**config.mk**
```make
export PLATFORM = sky130hd
export DESIGN_NAME = cycle_sequencer_flat
export DESIGN_NICKNAME = d
export VERILOG_FILES = /design/src/rtl/skel_pkg.sv /design/src/rtl/cycle_sequencer_if.sv /design/src/rtl/seq_decode.sv /design/src/rtl/cycle_sequencer.sv /design/src/flat_wrapper.sv
export SDC_FILE = /design/constraint.sdc
export NUM_CORES = 1
export LEC_CHECK = 0
export ABC_CLOCK_PERIOD_IN_PS = 1700
export CAP_MARGIN = 20
export CORE_UTILIZATION = 38
export DETAILED_ROUTE_END_ITERATION = 16
export HOLD_SLACK_MARGIN = 0.02
export PLACE_DENSITY = 0.79
export SYNTH_ARGS = -nofsm -noshare
export SYNTH_HDL_FRONTEND = slang
export SYNTH_HIERARCHICAL = 1
export SYNTH_SLANG_ARGS = --single-unit
```
**constraint.sdc**
```tcl
create_clock -name clock -period 1.7 [get_ports clock]
set_input_delay 0.34 -clock clock [delete_from_list [all_inputs] [get_ports clock]]
set_output_delay 0.34 -clock clock [all_outputs]
set_load 0.005 [all_outputs]
```
**src/rtl/skel_pkg.sv**
```systemverilog
// Shared encodings for the cycle sequencer: FSM states, opcodes, mux selects,
// overflow status codes and the decoded opcode-class payload.
package skel_pkg;

  localparam int unsigned OP_W   = 5;
  localparam int unsigned ST_W   = 3;
  localparam int unsigned SEL_W  = 2;
  localparam int unsigned CODE_W = 2;
  localparam int unsigned CNT_W  = 32;

  typedef enum logic [ST_W-1:0] {
    ST_IDLE   = 3'd0,
    ST_FETCH  = 3'd1,
    ST_DECODE = 3'd2,
    ST_EXEC   = 3'd3,
    ST_MEM    = 3'd4,
    ST_WB     = 3'd5,
    ST_HALT   = 3'd6
  } state_e;

  localparam logic [OP_W-1:0] OP_RTYPE = 5'b00000;
  localparam logic [OP_W-1:0] OP_J     = 5'b00001;
  localparam logic [OP_W-1:0] OP_BNE   = 5'b00010;
  localparam logic [OP_W-1:0] OP_ADDI  = 5'b00101;
  localparam logic [OP_W-1:0] OP_SW    = 5'b00111;
  localparam logic [OP_W-1:0] OP_LW    = 5'b01000;

  localparam logic [OP_W-1:0] ALU_ADD  = 5'b00000;
  localparam logic [OP_W-1:0] ALU_SUB  = 5'b00001;

  typedef enum logic [SEL_W-1:0] {
    PC_PLUS1  = 2'b00,
    PC_BRANCH = 2'b01,
    PC_JUMP   = 2'b10
  } pc_sel_e;

  typedef enum logic [SEL_W-1:0] {
    WB_ALU    = 2'b00,
    WB_DMEM   = 2'b01,
    WB_STATUS = 2'b10
  } wb_sel_e;

  localparam logic [CODE_W-1:0] RS_NONE = 2'd0;
  localparam logic [CODE_W-1:0] RS_ADD  = 2'd1;
  localparam logic [CODE_W-1:0] RS_ADDI = 2'd2;
  localparam logic [CODE_W-1:0] RS_SUB  = 2'd3;

  typedef struct packed {
    logic rtype;
    logic addi;
    logic lw;
    logic sw;
    logic j;
    logic bne;
    logic illegal;
    logic is_sub;
    logic is_add;
  } op_class_t;

endpackage

```
**src/rtl/cycle_sequencer_if.sv**
```systemverilog
// Instruction-in / strobe-out bundle between the sequencer and its datapath.
interface cycle_sequencer_if;
  import skel_pkg::*;

  logic [OP_W-1:0]   opcode;
  logic [OP_W-1:0]   alu_op;
  logic              alu_ovf;
  logic              br_taken;
  logic              halt_req;

  logic              imem_en;
  logic              alu_en;
  logic              dmem_en;
  logic              dmem_we;
  logic              rf_we;
  logic              pc_en;
  logic [SEL_W-1:0]  pc_sel;
  logic [SEL_W-1:0]  wb_sel;
  logic [CODE_W-1:0] rstatus_code;
  logic [ST_W-1:0]   state;
  logic              illegal;
  logic [CNT_W-1:0]  instr_retired;

  modport master (
    output opcode, alu_op, alu_ovf, br_taken, halt_req,
    input  imem_en, alu_en, dmem_en, dmem_we, rf_we, pc_en,
    input  pc_sel, wb_sel, rstatus_code, state, illegal, instr_retired
  );

  modport slave (
    input  opcode, alu_op, alu_ovf, br_taken, halt_req,
    output imem_en, alu_en, dmem_en, dmem_we, rf_we, pc_en,
    output pc_sel, wb_sel, rstatus_code, state, illegal, instr_retired
  );

endinterface

```
**src/rtl/seq_decode.sv**
```systemverilog
// Combinational opcode / alu_op classifier feeding the sequencer FSM.
module seq_decode
  import skel_pkg::*;
(
  input  logic [OP_W-1:0] opcode,
  input  logic [OP_W-1:0] alu_op,
  output op_class_t       cls_c
);

  always_comb begin
    cls_c        = '0;
    cls_c.is_add = (alu_op == ALU_ADD);
    cls_c.is_sub = (alu_op == ALU_SUB);
    case (opcode)
      OP_RTYPE: cls_c.rtype   = 1'b1;
      OP_ADDI:  cls_c.addi    = 1'b1;
      OP_LW:    cls_c.lw      = 1'b1;
      OP_SW:    cls_c.sw      = 1'b1;
      OP_J:     cls_c.j       = 1'b1;
      OP_BNE:   cls_c.bne     = 1'b1;
      default:  cls_c.illegal = 1'b1;
    endcase
  end

endmodule

```
**src/rtl/cycle_sequencer.sv**
```systemverilog
// Multi-cycle instruction sequencer: FETCH/DECODE/EXEC/MEM/WB phase strobes.
// Optional build macro SEQ_PERF_CNT_EN adds the retired-instruction counter.
module cycle_sequencer
  import skel_pkg::*;
(
  input  logic              clock,
  input  logic              reset,
  cycle_sequencer_if.slave  bus
);

  state_e            state_q, state_d;
  op_class_t         dec_c, cls_q;
  logic              ovf_q;
  logic              illegal_q;
  logic              final_c;
  logic              ovf_wb_c;

  logic              imem_en_c, alu_en_c, dmem_en_c, dmem_we_c, rf_we_c;
  pc_sel_e           pc_sel_c;
  wb_sel_e           wb_sel_c;
  logic [CODE_W-1:0] rstatus_c;

  seq_decode u_decode (
    .opcode (bus.opcode),
    .alu_op (bus.alu_op),
    .cls_c  (dec_c)
  );

  always_ff @(posedge clock or negedge reset) begin
    if (!reset) state_q <= ST_IDLE;
    else        state_q <= state_d;
  end

  // Opcode class held from DECODE on; overflow flag captured in EXEC
  always_ff @(posedge clock or negedge reset) begin
    if (!reset) begin
      cls_q     <= '0;
      ovf_q     <= 1'b0;
      illegal_q <= 1'b0;
    end else begin
      if (state_q == ST_DECODE) begin
        cls_q <= dec_c;
        if (dec_c.illegal) illegal_q <= 1'b1;
      end
      if (state_q == ST_EXEC) ovf_q <= bus.alu_ovf;
    end
  end

  always_comb begin
    state_d = state_q;
    final_c = 1'b0;
    case (state_q)
      ST_IDLE:   state_d = ST_FETCH;
      ST_FETCH:  state_d = ST_DECODE;
      ST_DECODE: begin
        if (dec_c.illegal) final_c = 1'b1;
        else               state_d = ST_EXEC;
      end
      ST_EXEC: begin
        if (cls_q.j || cls_q.bne || cls_q.illegal) final_c = 1'b1;
        else if (cls_q.lw || cls_q.sw)             state_d = ST_MEM;
        else                                       state_d = ST_WB;
      end
      ST_MEM: begin
        if (cls_q.sw) final_c = 1'b1;
        else          state_d = ST_WB;
      end
      ST_WB:     final_c = 1'b1;
      ST_HALT: begin
        if (!bus.halt_req) state_d = ST_FETCH;
      end
      default:   state_d = ST_IDLE;
    endcase
    // halt_req only matters once the current instruction has finished
    if (final_c) state_d = bus.halt_req ? ST_HALT : ST_FETCH;
  end

  assign ovf_wb_c = ovf_q && (cls_q.addi || (cls_q.rtype && (cls_q.is_add || cls_q.is_sub)));

  always_comb begin
    imem_en_c = 1'b0;
    alu_en_c  = 1'b0;
    dmem_en_c = 1'b0;
    dmem_we_c = 1'b0;
    rf_we_c   = 1'b0;
    pc_sel_c  = PC_PLUS1;
    wb_sel_c  = WB_ALU;
    rstatus_c = RS_NONE;
    case (state_q)
      ST_FETCH: imem_en_c = 1'b1;
      ST_EXEC: begin
        alu_en_c = 1'b1;
        if (cls_q.j)                        pc_sel_c = PC_JUMP;
        else if (cls_q.bne && bus.br_taken) pc_sel_c = PC_BRANCH;
      end
      ST_MEM: begin
        dmem_en_c = 1'b1;
        dmem_we_c = cls_q.sw;
      end
      ST_WB: begin
        rf_we_c = 1'b1;
        // Overflow redirects the single register write to the status register
        if (ovf_wb_c) begin
          wb_sel_c  = WB_STATUS;
          rstatus_c = cls_q.addi ? RS_ADDI : (cls_q.is_sub ? RS_SUB : RS_ADD);
        end else if (cls_q.lw) begin
          wb_sel_c  = WB_DMEM;
        end
      end
      default: ;
    endcase
  end

  assign bus.imem_en      = imem_en_c;
  assign bus.alu_en       = alu_en_c;
  assign bus.dmem_en      = dmem_en_c;
  assign bus.dmem_we      = dmem_we_c;
  assign bus.rf_we        = rf_we_c;
  assign bus.pc_en        = final_c;
  assign bus.pc_sel       = pc_sel_c;
  assign bus.wb_sel       = wb_sel_c;
  assign bus.rstatus_code = rstatus_c;
  assign bus.state        = state_q;
  assign bus.illegal      = illegal_q;

`ifdef SEQ_PERF_CNT_EN
  logic [CNT_W-1:0] retired_q;

  always_ff @(posedge clock or negedge reset) begin
    if (!reset)      retired_q <= '0;
    else if (final_c) retired_q <= retired_q + CNT_W'(1);
  end

  assign bus.instr_retired = retired_q;
`else
  assign bus.instr_retired = '0;
`endif

endmodule

```
**src/flat_wrapper.sv**
```systemverilog
// flat-port wrapper written by rule: the top's interface ports become plain ports
module cycle_sequencer_flat import skel_pkg::*;
  (clock, reset, bus_opcode, bus_alu_op, bus_alu_ovf, bus_br_taken, bus_halt_req, bus_imem_en, bus_alu_en, bus_dmem_en, bus_dmem_we, bus_rf_we, bus_pc_en, bus_pc_sel, bus_wb_sel, bus_rstatus_code, bus_state, bus_illegal, bus_instr_retired);
  cycle_sequencer_if bus_i ();
  input  logic clock;
  input  logic reset;
  input wire logic [$bits(bus_i.opcode)-1:0] bus_opcode;
  input wire logic [$bits(bus_i.alu_op)-1:0] bus_alu_op;
  input wire logic [$bits(bus_i.alu_ovf)-1:0] bus_alu_ovf;
  input wire logic [$bits(bus_i.br_taken)-1:0] bus_br_taken;
  input wire logic [$bits(bus_i.halt_req)-1:0] bus_halt_req;
  output wire logic [$bits(bus_i.imem_en)-1:0] bus_imem_en;
  output wire logic [$bits(bus_i.alu_en)-1:0] bus_alu_en;
  output wire logic [$bits(bus_i.dmem_en)-1:0] bus_dmem_en;
  output wire logic [$bits(bus_i.dmem_we)-1:0] bus_dmem_we;
  output wire logic [$bits(bus_i.rf_we)-1:0] bus_rf_we;
  output wire logic [$bits(bus_i.pc_en)-1:0] bus_pc_en;
  output wire logic [$bits(bus_i.pc_sel)-1:0] bus_pc_sel;
  output wire logic [$bits(bus_i.wb_sel)-1:0] bus_wb_sel;
  output wire logic [$bits(bus_i.rstatus_code)-1:0] bus_rstatus_code;
  output wire logic [$bits(bus_i.state)-1:0] bus_state;
  output wire logic [$bits(bus_i.illegal)-1:0] bus_illegal;
  output wire logic [$bits(bus_i.instr_retired)-1:0] bus_instr_retired;
  assign bus_i.opcode = bus_opcode;
  assign bus_i.alu_op = bus_alu_op;
  assign bus_i.alu_ovf = bus_alu_ovf;
  assign bus_i.br_taken = bus_br_taken;
  assign bus_i.halt_req = bus_halt_req;
  assign bus_imem_en = bus_i.imem_en;
  assign bus_alu_en = bus_i.alu_en;
  assign bus_dmem_en = bus_i.dmem_en;
  assign bus_dmem_we = bus_i.dmem_we;
  assign bus_rf_we = bus_i.rf_we;
  assign bus_pc_en = bus_i.pc_en;
  assign bus_pc_sel = bus_i.pc_sel;
  assign bus_wb_sel = bus_i.wb_sel;
  assign bus_rstatus_code = bus_i.rstatus_code;
  assign bus_state = bus_i.state;
  assign bus_illegal = bus_i.illegal;
  assign bus_instr_retired = bus_i.instr_retired;
  cycle_sequencer u_core (.clock(clock), .reset(reset), .bus(bus_i));
endmodule
```
Yosys cells after proc, flatten, opt, wreduce, memory -nomap -nowiden

Cells that the tools add are included.

Equal/unequal tests: 17
Mux-type cells: 33
Bitwise gates (word level): 1
Reduce and logical (&&, ||, !) cells: 14

Operators with widths:

| operator                                      | number |
|---|---|
| case mux 3 bit (7 select lines)               | 1 |
| two-way mux 3 bit                             | 6 |
| two-way mux 1 bit                             | 17 |
| two-way mux 2 bit                             | 8 |
| inequality test 3 bit, second input constant  | 4 |
| == test 5 x 1 -> 1 bit, second input constant | 2 |
| == test 5 x 3 -> 1 bit, second input constant | 2 |
| zero test 5 bit                               | 2 |
| == test 3 bit, second input constant          | 3 |
| == test 3 x 2 -> 1 bit, second input constant | 2 |
| OR reduction 6 bit                            | 1 |
| == test 5 x 2 -> 1 bit, second input constant | 1 |
| == test 5 x 4 -> 1 bit, second input constant | 1 |
| logical OR 1 bit                              | 5 |
| AND reduction 5 bit                           | 1 |
| case mux 1 bit (4 select lines)               | 1 |
| == test 3 x 1 -> 1 bit, second input constant | 1 |
| logical AND 1 bit                             | 3 |
| zero test 3 bit                               | 1 |
| inequality test 2 bit, second input constant  | 1 |
| AND reduction 2 bit                           | 1 |
| inverter 1 bit                                | 1 |

Flip-flop bits (word level): 14
Input port bits: 15
Output and inout port bits: 48
Word-level logic and storage cells: 77

Longest topological paths before layout

Gate-level depths: netlist (run 1).

Depth in word-level cells: 6
Gate-level depth with buffers: 6
Depth with buffers taken out: 6

Cells and area by module

The synthesis (run 1) kept the hierarchy.

By module, submodules not included:

| module          | times used | cells an instance | area an instance (µm²) | seq. area each (µm²) |
|---|---|---|---|---|
| cycle_sequencer | 1          | 109               | 1017.2                 | 350.3 |
| seq_decode      | 1          | 19                | 108.9                  | 0.0 |

Least setup slack after synthesis (run 1)

OpenSTA, ideal clock, no wires.

Kind: reg-to-output
Start point: register u_core.state_q[1] (netlist: u_core/bus.state[1])
End point: output port bus_pc_en
Data arrival time: 1098 ps
Required time: 1360 ps
Setup slack: 262 ps
Cell stages (with the launch flop): 5
Path buffers: 1
Cell sequence: dfrtp_1 -> buf_4 -> or4b_1 -> nand3_1 -> nand2_1

Word-level cells in the longest chain between the ends: 2
Elaborated cells on any way between the ends: 5
Those cells by class: eq/ne: 4; mux: 1

Ends and longest elaborated chain:

| item                                                           | line                  | source |
|---|---|---|
| from (decl)                                                    | cycle_sequencer.sv:11 | `state_e state_q, state_d;` |
| from (signal assigned)                                         | cycle_sequencer.sv:31 | `else state_q <= state_d;` |
| == test 3 bit / == test 3 x 2 -> 1 bit (equally long branches) | cycle_sequencer.sv:52 | `case (state_q)` |
| case mux 1 bit (4 select lines) *                              | cycle_sequencer.sv:52 |  |
| to (decl)                                                      | flat_wrapper.sv:17    | `output wire logic [$bits(bus_i.pc_en)-1:0] bus_pc_en;` |

Every way passes the cells marked *; elsewhere a longest branch is shown, timed or not.

Final worst setup path (run 1)

Ends and elaborated chain as after synthesis.

==> impl_results.md, run 1 <==
- Status: complete, but fails checks
- Violated checks: setup timing
- Number of DRC markers in iteration 0: 39
- Total power: 2.11 mW
- Int Power: 1.32 mW
- Cells along the critical path: buf_6 -> or4b_4 -> nand3_2 -> nand2_1 -> buf_2
- Flop pwr share: 0.260
- RSZ-0062 raised after global routing: true
- I/O Pins: 63
- Static Leak: 0.820 nW
- First-pass GRT wire length: 4440 um
- Mux contribution to synthesized area: 0.100
- HPWL Detailed: 2040 um
- Power Density: 1300 nW/um^2
- Compound-Gate Fraction of Synth Area: 0.100
- ANT cells: 0
- Fin util: 0.586
- Reg clk slew, reported paths: 90 ps
- Critical Path RT: 1360 ps
- Largest family of logic cells by synthesized area: buffers and inverters
- Post-synthesis cell count: 128
- Worst clock skew: 3.57 ps
- Final period util: 1.07
- DRT Pass-1 Iters: 5
- Worst hold slack: 372 ps
- Max-cap viol count: 0
- Cell taking the most area after synthesis: dfrtp_1
- Post-synthesis share of cell area spent on xor and xnor gates: 0.00778
- # fillers: 254
- Sw Pwr: 792 uW
- Seq/Total Area, Yosys: 0.311
- Mapped cell area: 1130 um^2
- Routed WL per cell: 13.1 um
- GRT Total Usage: 0.178
- Vias after detailed routing: 1046
- Area grow syn2layout: 44.7%
- Slowest cell on the critical path: or4b_4
- Initial antenna violation count: 0
- CTS Buf Count: 3
- Final Hold Vio Count: 0
- Final Max Slew Viols: 0
- Critical path peak fanout: 4
- DRT Wirelength: 2860 um
- Post-synthesis cell type count: 32
- Flops & latches, synth: 14
- Fin Setup TNS: -209 ps
- CTS Hold Bufs: 0
- Initial core utilization: 0.405
- Residual DRC: 0
- Combinational Power Share: 0.627
- Min-Delay Path Class: input pin to asynchronous set/reset pin
- Die area: 3180 um^2
- Post-synth top cells: buf_4 (34), dfrtp_1 (14), nor2_1 (12)
- Htree depth: 1
- Non-filler cells, final: 218
- Antenna-violating nets left: 0
- VDD IR max: 0.00110 V
- Drt via density: 4.80
- Most used DFF post-synth: dfrtp_1
- Switching share of total power: 0.375
- Worst Path Arrival: 1480 ps
- Core Region: 2780 um^2
- Worst-skew pair later-pin latency: 270 ps
- Synth warn: 6
- CTS root buf: clkbuf_4
- Ranking of synthesized cells by area: dfrtp_1 (31%), buf_4 (23%), mux2_2 (10%)
- Largest net degree at the start of global routing: 15
- Grt total ovfl: 0
- Post-Synth Adder-Cell Area: 0
- Die width: 56.4 um
- Die Y: 56.4 um
- Share of cells above drive strength 1: 0.412
- Clock power frac: 0.113
- Setup CP Type: flop to output pin
- CP max stage delay: 460 ps
- Worst Setup Start Kind: flop
- Min setup slack post-route: -119 ps
- CTS max path bufs: 2
- Synth async-reset ratio: 1.00
- Area share of and/or/nand/nor cells after synthesis: 0.223
- CTS tree: yes
- Clock Sinks: 14
- Dpl cells: 203
- Crit path time final: 1820 ps
- Vias in the first global route: 1028
- F_max: 550 MHz
- Area share of the largest cell type after synthesis: 0.311
- Post-synth EDFFs: 0
- Port bufs: 30
- Num rows: 19
- Avg Synthesized Cell Area: 8.80 um^2
- Count leader, synth: buf_4
- Final nets: 203
- RD Place Congestion: 0.852
- Final setup violation count: 7
- Worst setup EP type: output pin
## cell usage in the layout, fill, tap and decap left out, drive strengths merged
cell,n
buf,39
conb,32
dfrtp,14
clkdlybuf4s50,13
nor2,12
mux2,10
nand2,7
dlygate4sd2,5
clkbuf,5
a21oi,4
inv,4
o21ai,4
and2b,3
a31oi,3
nor2b,3
and3,3
nor3,3
nand3,3
nand2b,3
nor4,2
o221a,2
clkdlybuf4s15,1
dlymetal6s2s,1
o21a,1
o2111ai,1
or4b,1
xor2,1
nor3b,1
a22oi,1
a21o,1
or3,1
or2,1
nor4b,1
and2,1
## power by group through the flow
stage / combinational (mW) / clock [mW] / sequential [mW]
floorplan: 0.611 / 0 / 0.505
global placement: 0.992 / 0 / 0.548
detailed placement: 1.02 / 0 / 0.555
CTS: 1.27 / 0.252 / 0.538
global route: 1.40 / 0.267 / 0.564
finish: 1.32 / 0.239 / 0.548
## critical path: cells and delay by family, from the launching register on
kind / cells / cell delay (ps)
flip-flops: 1 / 400
buffers and inverters: 2 / 230
AND/OR/NAND/NOR: 3 / 570
## metrics by stage
| stage | worst slack (ps) | instance area [um^2] |
|---|---|---|
| floorplan | 262 | 1240 |
| global placement | -615 | 1450 |
| detailed placement | -732 | 1450 |
| CTS | -142 | 1590 |
| global route | -189 | 1630 |
| finish | -119 | 1630 |
## cells by family (layout without fill, tap and decap cells)
family,Yosys count,in the layout
AND/OR/NAND/NOR,45,45
buffers and inverters,40,68
AO/OA/AOI/OAI,17,17
flip-flops,14,14
multiplexers,10,10
other,1,32
XOR/XNOR,1,1
## path summary, 6_finish.rpt
| kind | start | to | slack, ps | cells past startpoint |
|---|---|---|---|---|
| max in group asynchronous | reset | u_core/bus.state[1] | 1140 | 2 |
| worst max-delay path | u_core/bus.state[1] | bus_pc_en | -120 | 5 |
| worst min-delay path | reset | u_core/bus.state[2] | 370 | 2 |
| worst max register to register | u_core/bus.state[1] | u_core/cls_q[3] | 140 | 5 |
| min in group clock | u_core/bus.illegal | u_core/bus.illegal | 460 | 1 |
| worst min register to register | u_core/bus.illegal | u_core/bus.illegal | 460 | 1 |
## final cells by class
type	instances	area [um^2]	share of cell area
multi-input cells	105	679	0.417
repair buffers	60	507	0.311
flip-flops and latches	14	353	0.217
well taps	31	38.8	0.0238
clock buffers	4	36.3	0.0223
inverters	4	15.0	0.00922
## timing repair
action	in CTS	in global routing
hold endpoints to repair	0	0
pin swaps	8	4
endpoints found under the setup margin	15	12
setup buffers	10	1
gates resized for setup	65	11
## routing by layer
metal / up-vias / wire [um] / GRT usage / part of all wire
met3: 10 / 169 / 0.0323 / 0.059
met2: 56 / 1500 / 0.338 / 0.52
li1: 491 / - / - / -
met1: 489 / 1130 / 0.191 / 0.40
met5: - / 0 / 0 / 0
met4: 0 / 57 / 0.0732 / 0.020
## registers in the layout (all words and copies together) (netlist names)
| register | cells |
|---|---|
| u_core/bus.illegal | 1 |
| u_core/bus.state | 3 |
| u_core/cls_q | 9 |
| u_core/ovf_q | 1 |
No activity file was read; power rests on OpenSTA's default activity.
==> run 2: changes to the inputs <==
SLEW_MARGIN = 20   (was unset)
==> results of run 2 <==
The final DEF is identical to that of run 1; final timing and power are the same.
==> run 3: changes to the inputs <==
HOLD_SLACK_MARGIN = unset   (was 0.02)
==> results of run 3 <==
The final DEF is identical to that of run 1; final timing and power are the same.
